$ cat config.mk
export PLATFORM = sky130hd
export DESIGN_NAME = keypad_row_decoder
export DESIGN_NICKNAME = d
export VERILOG_FILES = /design/src/rtl/keypad_row_decoder.sv
export SDC_FILE = /design/constraint.sdc
export NUM_CORES = 1
export LEC_CHECK = 0
export CORE_ASPECT_RATIO = 0.6
export CORE_MARGIN = 2
export CORE_UTILIZATION = 50
export CTS_CLUSTER_DIAMETER = 200
export DETAILED_ROUTE_END_ITERATION = 6
export GPL_ROUTABILITY_DRIVEN = 0
export GPL_TIMING_DRIVEN = 0
export PLACE_DENSITY_LB_ADDON = 0.12
export SYNTH_ARGS = -nofsm -noshare
export SYNTH_HDL_FRONTEND = slang
export SYNTH_SLANG_ARGS = --single-unit
export TNS_END_PERCENT = 1
$ cat constraint.sdc
create_clock -name clk -period 3.8 [get_ports clk]
set_input_delay 0.38 -clock clk [delete_from_list [all_inputs] [get_ports clk]]
set_output_delay 0.38 -clock clk [all_outputs]
set_load 0.1 [all_outputs]
$ cat src/rtl/keypad_row_decoder.sv
// 4x4 keypad row reader: synchronises and debounces the row lines, freezes the column
// scanner while a key is being qualified or held, and reports each accepted press once.
module keypad_row_decoder #(
    parameter int DEBOUNCE_CYCLES = 200000
) (
    input  logic       clk,
    input  logic       reset,
    input  logic [1:0] col_idx,
    input  logic [3:0] rows,
    output logic       hold,
    output logic       key_valid,
    output logic [3:0] key_code,
    output logic [3:0] key_digit,
    output logic       key_held
);

    localparam int CNT_W = $clog2(DEBOUNCE_CYCLES + 1);
    localparam logic [CNT_W-1:0] CNT_LAST = CNT_W'(DEBOUNCE_CYCLES - 1);

    typedef enum logic [1:0] {
        IDLE     = 2'd0,
        DEBOUNCE = 2'd1,
        PRESSED  = 2'd2,
        RELEASE  = 2'd3
    } state_t;

    state_t           state;
    logic [CNT_W-1:0] cnt;
    logic [1:0]       row_lat;
    logic [1:0]       col_lat;
    logic [3:0]       rows_m;
    logic [3:0]       rows_s;
    logic [1:0]       pri_idx;

    // Row 0 has the highest priority when several rows are active at once.
    always_comb begin
        pri_idx = 2'd0;
        for (int i = 3; i >= 0; i--) begin
            if (rows_s[i]) pri_idx = 2'(i);
        end
    end

    function automatic logic [3:0] key_map(input logic [1:0] r, input logic [1:0] c);
        logic [3:0] d;
        case ({r, c})
            4'b00_00: d = 4'h1;
            4'b00_01: d = 4'h2;
            4'b00_10: d = 4'h3;
            4'b00_11: d = 4'hA;
            4'b01_00: d = 4'h4;
            4'b01_01: d = 4'h5;
            4'b01_10: d = 4'h6;
            4'b01_11: d = 4'hB;
            4'b10_00: d = 4'h7;
            4'b10_01: d = 4'h8;
            4'b10_10: d = 4'h9;
            4'b10_11: d = 4'hC;
            4'b11_00: d = 4'hE;
            4'b11_01: d = 4'h0;
            4'b11_10: d = 4'hF;
            default:  d = 4'hD;
        endcase
        return d;
    endfunction

    // key_valid is a one-cycle pulse with no back-pressure: the consumer must take
    // key_code/key_digit in the same cycle; both stay stable until the next accepted press.
    always_ff @(posedge clk) begin
        if (reset) begin
            state     <= IDLE;
            cnt       <= '0;
            row_lat   <= 2'd0;
            col_lat   <= 2'd0;
            rows_m    <= 4'd0;
            rows_s    <= 4'd0;
            hold      <= 1'b0;
            key_valid <= 1'b0;
            key_code  <= 4'd0;
            key_digit <= 4'd0;
            key_held  <= 1'b0;
        end else begin
            rows_m    <= rows;
            rows_s    <= rows_m;
            key_valid <= 1'b0;
            // Status outputs follow the state register, so they trail a transition by one cycle.
            hold      <= (state != IDLE);
            key_held  <= (state == PRESSED) || (state == RELEASE);

            case (state)
                IDLE: begin
                    if (|rows_s) begin
                        row_lat <= pri_idx;
                        col_lat <= col_idx;
                        cnt     <= '0;
                        state   <= DEBOUNCE;
                    end
                end
                DEBOUNCE: begin
                    // A scanner step before hold took effect makes the latched column stale.
                    if (!rows_s[row_lat] || (col_idx != col_lat)) begin
                        state <= IDLE;
                    end else if (cnt == CNT_LAST) begin
                        state     <= PRESSED;
                        key_valid <= 1'b1;
                        key_code  <= {row_lat, col_lat};
                        key_digit <= key_map(row_lat, col_lat);
                        cnt       <= '0;
                    end else begin
                        cnt <= cnt + 1'b1;
                    end
                end
                PRESSED: begin
                    if (!rows_s[row_lat]) begin
                        cnt   <= '0;
                        state <= RELEASE;
                    end
                end
                RELEASE: begin
                    if (rows_s[row_lat]) begin
                        state <= PRESSED;
                    end else if (cnt == CNT_LAST) begin
                        state <= IDLE;
                    end else begin
                        cnt <= cnt + 1'b1;
                    end
                end
                default: state <= IDLE;
            endcase
        end
    end

endmodule

==> metrics.md, run 1 <==
| Metric | Value |
|---|---|
| Avg WL per Cell | 14.5 um |
| Max Fclk | 0.429 GHz |
| Routed Antenna Nets | 0 |
| Outcome | complete, no violations |
| Nets | 275 |
| Worst Tran Pin Value | 1.01 ns |
| Slew Limit Fails | 0 |
| Flops & latches, synth | 43 |
| Via count | 1814 |
| Gr usage total | 0.214 |
| Share of cells above drive strength 1 | 0.103 |
| Startpoint Class | flop |
| Arr. time, crit path | 2.53 ns |
| Max VDD drop | 0.265 mV |
| 1st-iter DRT viols | 75 |
| Ys async rst share | 0 |
| Syn_area_per_cell | 9.12 um^2 |
| Final setup TNS | 0 ns |
| Gate power share | 0.098 |
| Psw | 223 uW |
| Ys flop type | dfxtp_1 |
| First-pass GRT wire length | 7750 um |
| Final setup violating endpoints | 0 |
| Worst Setup SP | cnt[3] |
| Area growth, synth to finish | 17.3% |
| Routed met2 length | 1860 um |
| Total CTS buffers | 5 |
| Yosys cell types | 45 |
| Commonest cells in the netlist | dfxtp_1 (43), nor2_1 (20), nand2_1 (19) |
| CTS tree | yes |
| Gr ovfl total | 0 |
| Internal | 713 uW |
| Post-CTS Setup Bufs | 0 |
| Worst skew pair latency | 0.31 ns |
| Critical Path, Cell by Cell | clkbuf_1 > nand4_1 > nor4_1 > a41oi_1 > a32oi_1 > o21ai_1 |
| Io pins | 19 |
| Starting Density | 0.522 |
| Total power | 935 uW |
| TritonCTS Sinks | 43 |
| Initial antenna violation count | 0 |
| Post-synth EDFFs | 0 |
| Buffers added on ports | 18 |
| Fin Hold WS | 0.442 ns |
| Cells after synthesis | 236 |
| Net Sw Frac | 0.238 |
| Post-synthesis sequential area ratio | 0.400 |
| Area leader, netlist | dfxtp_1 |
| Max Cap Violations | 0 |
| Vias per cell | 5.63 |
| Yosys top cell area share | 0.400 |
| Setup Crit Path Kind | flop to flop |
| Crit path max-delay family | simple AND/OR/NAND/NOR gates |
| R2r startpoint | cnt[3] |
| DR pass1 iterations | 4 |
| Die area | 4860 um^2 |
| Wire length on met3 | 259 um |
| DP HPWL | 3410 um |
| Min-delay src | rows_m[3] |
| Pin count of the biggest net entering global routing | 14 |
| H-tree depth | 2 |
| Residual DRC count | 0 |
| Syn Nets | 250 |
| Required time worst endpoint | 4.00 ns |
| Most frequent cell after synthesis | dfxtp_1 |
| Clock Path Buffers | 2 |
| Clock network power share | 0.402 |
| P per Cell Area | 370 nW/um^2 |
| Synthesized cell area | 2150 um^2 |
| Post-CTS Hold Fix Bufs | 0 |
| Peak fanout along the critical path | 8 |
| Clock period minus worst slack | 2.33 ns |
| Die width | 88.7 um |
| CORE AREA | 4120 um^2 |
| Hold WC Path Type | flop to flop |
| Hold Vio Cnt, Final | 0 |
| Synth top area cells | dfxtp_1 (40%), mux2i_1 (7.0%), nor2b_1 (3.8%) |
| Cts repair resizes | 0 |
| Unrepaired setup endpoints after global routing | false |
| Final Cycle Share | 0.614 |
| N_diodes | 0 |
| Clock slew at reported path FFs | 0.08 ns |
| CTS Root Cell | clkbuf_8 |
| Met1 wire length | 2520 um |
| WL final | 4680 um |
| CP bufs+invs | 1 |
| YS warnings | 0 |
| Die height | 54.8 um |
| Relative slew slack | 0.319 |
| Critical path's slowest cell | nor4_1 |
| Crit. End Element | flop |
| Max Clock Skew | 0.00524 ns |
| Num rows | 18 |
| Leakage | 0.896 nW |
| Vias in the first global route | 1619 |
| Max Used Layer | met4 |
| Sequential group share of total power | 0.499 |
| CP peak stage delay | 0.89 ns |
[final timing paths]
check,end,slack [ns],cells past startpoint
hold / removal,rows_s[3],0.44,1
setup / recovery,cnt[15],1.47,6
setup reg to reg,cnt[15],1.47,6
hold reg to reg,rows_s[3],0.44,1
[worst reg2reg max path, stage by stage, from the launching register on]
cell and delay (ns):
dfxtp_1 0.31, clkbuf_1 0.26, nand4_1 0.26, nor4_1 0.89
a41oi_1 0.22, a32oi_1 0.20, o21ai_1 0.08
[metal layers]
metal  GRT usage  up-vias
met3      0.0513        8
met4      0.0758        0
li1            -      918
met5           0        -
met2       0.307       38
met1       0.313      850
[cell families after synthesis]
kind of cell               count (synthesis)  share of synthesized area
muxes                                     18                     0.0959
and+or+nand+nor                           95                      0.246
adders and majority gates                  6                     0.0349
DFF                                       43                      0.400
AOI/OAI and AO/OA                         51                      0.164
buffers and inverters                     21                     0.0512
xor gates and xnor gates                   2                    0.00814
[state kept, by name, summed over array words and instances (netlist names), 2 cells and up]
name,count
row_lat,2
key_code,4
state,2
rows_m,4
cnt,18
rows_s,4
col_lat,2
key_digit,4
[stage by stage]
step / util / std cells / cell area, um^2 / setup WS (ns)
3_3_place_gp: 0.584 / 314 / 2410 / 1.28
6_report: 0.613 / 322 / 2520 / 1.47
2_1_floorplan: - / 236 / 2150 / 1.90
5_1_grt: 0.613 / 322 / 2520 / 1.14
3_5_place_dp: 0.584 / 314 / 2410 / 1.33
4_1_cts: 0.613 / 322 / 2520 / 1.56
[area by class of cell]
class	count	area [um^2]
plain buffers	15	87.6
clock buffers	6	82.6
clock inverters	2	35.0
fillers	385	1600
inverters	6	22.5
multi-input cells	172	1180
flip-flops and latches	43	861
well taps	60	75.1
repair buffers	18	180
[power groups by stage]
stage                     logic, mW  registers (mW)  clock network (mW)
after CTS                    0.0916           0.467               0.381
after floorplan              0.0639           0.479                   0
after detailed placement     0.0910           0.478                   0
after global placement       0.0895           0.477                   0
after global routing          0.102           0.468               0.397
final                        0.0921           0.467               0.376
[cells in the final DEF, fill, tap and decap left out, types with 4 or more instances in the layout]
master,instances
and3_1,5
mux2i_1,15
nand2_1,19
ha_1,6
nor2b_1,13
nand3_1,13
clkbuf_1,6
inv_1,6
buf_2,4
a31oi_1,12
o21ai_0,7
dfxtp_1,43
clkbuf_8,6
a41oi_1,5
nor2_1,20
a21oi_1,10
clkdlybuf4s50_1,18
(Power assumes the default switching activity.)
==> inputs of run 2 (changes only) <==
==> constraint.sdc (replaced) <==
create_clock -name clk -period 1.9 [get_ports clk]
set_input_delay 0.19 -clock clk [delete_from_list [all_inputs] [get_ports clk]]
set_output_delay 0.19 -clock clk [all_outputs]
set_load 0.1 [all_outputs]
==> run 2 against run 1 <==
- the flow now finishes with violations (negative setup slack)
- die area did not move
- flip-flop and latch count stayed put
- worst hold slack got worse by 0.0092 ns
- total power grew 100%
- global-route usage rose by 0.76 points
- via count grew 2.8%
- critical path depth is the same
- sequential power increased by 100%
==> metrics.md, run 2 (same netlist as run 1, synthesis figures left out) <==
| Metric | Value |
|---|---|
| Outcome | finished, violations left |
| Violated checks | negative setup slack |
| Vias in the first global route | 1667 |
| Fin Hold WS | 0.433 ns |
| Worst Setup SP | row_lat[1] |
| Slew Limit Fails | 0 |
| Crit. End Element | flop |
| R2r endpoint | cnt[7] |
| 1st-iter DRT viols | 149 |
| Max Fclk | 0.523 GHz |
| Io pins | 19 |
| Gr usage total | 0.222 |
| CORE AREA | 4120 um^2 |
| Required time worst endpoint | 2.13 ns |
| Util after Layout | 0.646 |
| Share of cells above drive strength 1 | 0.193 |
| Reg2reg path depth | 6 |
| Critical Path Sink | cnt[7] |
| Final worst-path setup slack | -0.0133 ns |
| TritonCTS Sinks | 43 |
| Final setup violating endpoints | 1 |
| Setup Crit Path Kind | flop to flop |
| Biggest register | cnt |
| First-pass GRT wire length | 8010 um |
| Final setup TNS | -0.0133 ns |
| DR pass1 iterations | 4 |
| Pin count of the biggest net entering global routing | 14 |
| Vias per cell | 5.76 |
| Worst Tran Pin Value | 0.954 ns |
| Max reg flops | 18 |
| H-tree depth | 2 |
| Clock slew at reported path FFs | 0.08 ns |
| Max VDD drop | 0.531 mV |
| Hold WC Path Type | primary input to flop |
| Worst skew pair latency | 0.30 ns |
| Die width | 88.7 um |
| Routed Antenna Nets | 0 |
| Clock period minus worst slack | 1.91 ns |
| R2R Setup Slk | -0.01 ns |
| Hold Vio Cnt, Final | 0 |
| R2r startpoint | row_lat[1] |
| Post-CTS Hold Fix Bufs | 0 |
| Unrepaired setup endpoints after global routing | true |
| Avg WL per Cell | 15.3 um |
| Peak fanout along the critical path | 5 |
| Max Cap Violations | 0 |
| N_diodes | 0 |
| CTS Root Cell | clkbuf_8 |
| Most common cell after layout, fill and taps aside | dfxtp_1 |
| CTS tree | yes |
| Worst Hold Depth | 2 |
| Relative slew slack | 0.366 |
| Die area | 4860 um^2 |
| Most frequent cells in the layout | dfxtp_1 (36), nor2_1 (20), nand2_1 (19) |
| Nets | 277 |
| Gr ovfl total | 0 |
| Final Cycle Share | 1.01 |
| Residual DRC count | 0 |
| Placement Cell Area | 2410 um^2 |
| Startpoint Class | flop |
| DP HPWL | 3410 um |
| Total CTS buffers | 5 |
| Buffers added on ports | 18 |
| P per Cell Area | 702 nW/um^2 |
| WL final | 4950 um |
| Starting Density | 0.522 |
| Leakage | 1.02 nW |
| Max Clock Skew | 0.00307 ns |
| Arr. time, crit path | 2.14 ns |
| Initial antenna violation count | 0 |
| Num rows | 18 |
| Fin area | 2660 um^2 |
| Via count | 1865 |
| Die height | 54.8 um |
| Area growth, synth to finish | 23.7% |
| Clock Path Buffers | 2 |
run 2: cell count changes in the layout (fill, tap and decap cells not counted), sizes merged:
cell	before	now
buf	9	14
clkbuf	12	9
clkdlybuf4s50	18	7
dlygate4sd2	0	11
run 2: timing repair:
item                       4_1_cts  5_1_grt
buffers inserted                 4        1
setup endpoints to repair       38       24
pin swaps                        5        6
resized for setup               29       19
gates cloned                     1        0
run 2: how the worst min path moves through the flow:
stage | from | end | slack [ns]
2_1_floorplan | rows[0] | rows_m[0] | 0.32
3_3_place_gp | rows_m[0] | rows_s[0] | 0.42
3_5_place_dp | rows_m[3] | rows_s[3] | 0.43
4_1_cts | rows[2] | rows_m[2] | 0.43
5_1_grt | rows[2] | rows_m[2] | 0.46
6_report | rows[1] | rows_m[1] | 0.43
run 2: power breakdown:
group | switching, mW | leakage [nW] | internal [mW]
clock network | 0.317 | 0.0612 | 0.425
registers | 0.0174 | 0.353 | 0.916
logic | 0.105 | 0.608 | 0.0889
total | 0.439 | 1.02 | 1.43
run 2: worst max-delay path, stage by stage (launching register included):
cell and delay, ns:
dfxtp_2 0.34, mux4_2 0.53, nand2b_4 0.18, a221oi_4 0.35, buf_6 0.18, a21oi_1 0.08, a31oi_1 0.17
run 2: through the flow:
step / worst slack, ns / instances / power, mW
6_report: -0.0133 / 324 / 1.87
5_1_grt: -0.0884 / 324 / 1.94
4_1_cts: -0.0538 / 325 / 1.89
3_5_place_dp: -0.376 / 314 / 1.14
3_3_place_gp: -0.427 / 314 / 1.13
2_1_floorplan: 0.00388 / 236 / 1.09
run 2: area by class of cell:
class	count	area (um^2)
buffer	11	85.1
clock buffer	6	82.6
multi-input combinational	172	1270
tap	60	75.1
clock inverter	2	35.0
fill	373	1460
timing repair buffer	24	215
sequential	43	875
inverter	6	22.5
run 2: per-layer routing:
metal,GRT usage,share of wire,vias to the layer above
li1,-,-,917
met1,0.324,0.51,883
met4,0.0758,0.012,0
met5,0,0,-
met2,0.320,0.40,56
met3,0.0513,0.077,9
==> inputs of run 3 (changes only) <==
--- a/config.mk
+++ b/config.mk
@@ -9,6 +9,7 @@
 export CORE_MARGIN = 2
 export CORE_UTILIZATION = 50
 export CTS_CLUSTER_DIAMETER = 200
+export CTS_CLUSTER_SIZE = 20
 export DETAILED_ROUTE_END_ITERATION = 6
 export GPL_ROUTABILITY_DRIVEN = 0
 export GPL_TIMING_DRIVEN = 0
==> results of run 3 <==
Same layout as run 2: the final DEF is identical, and so are final timing and power.
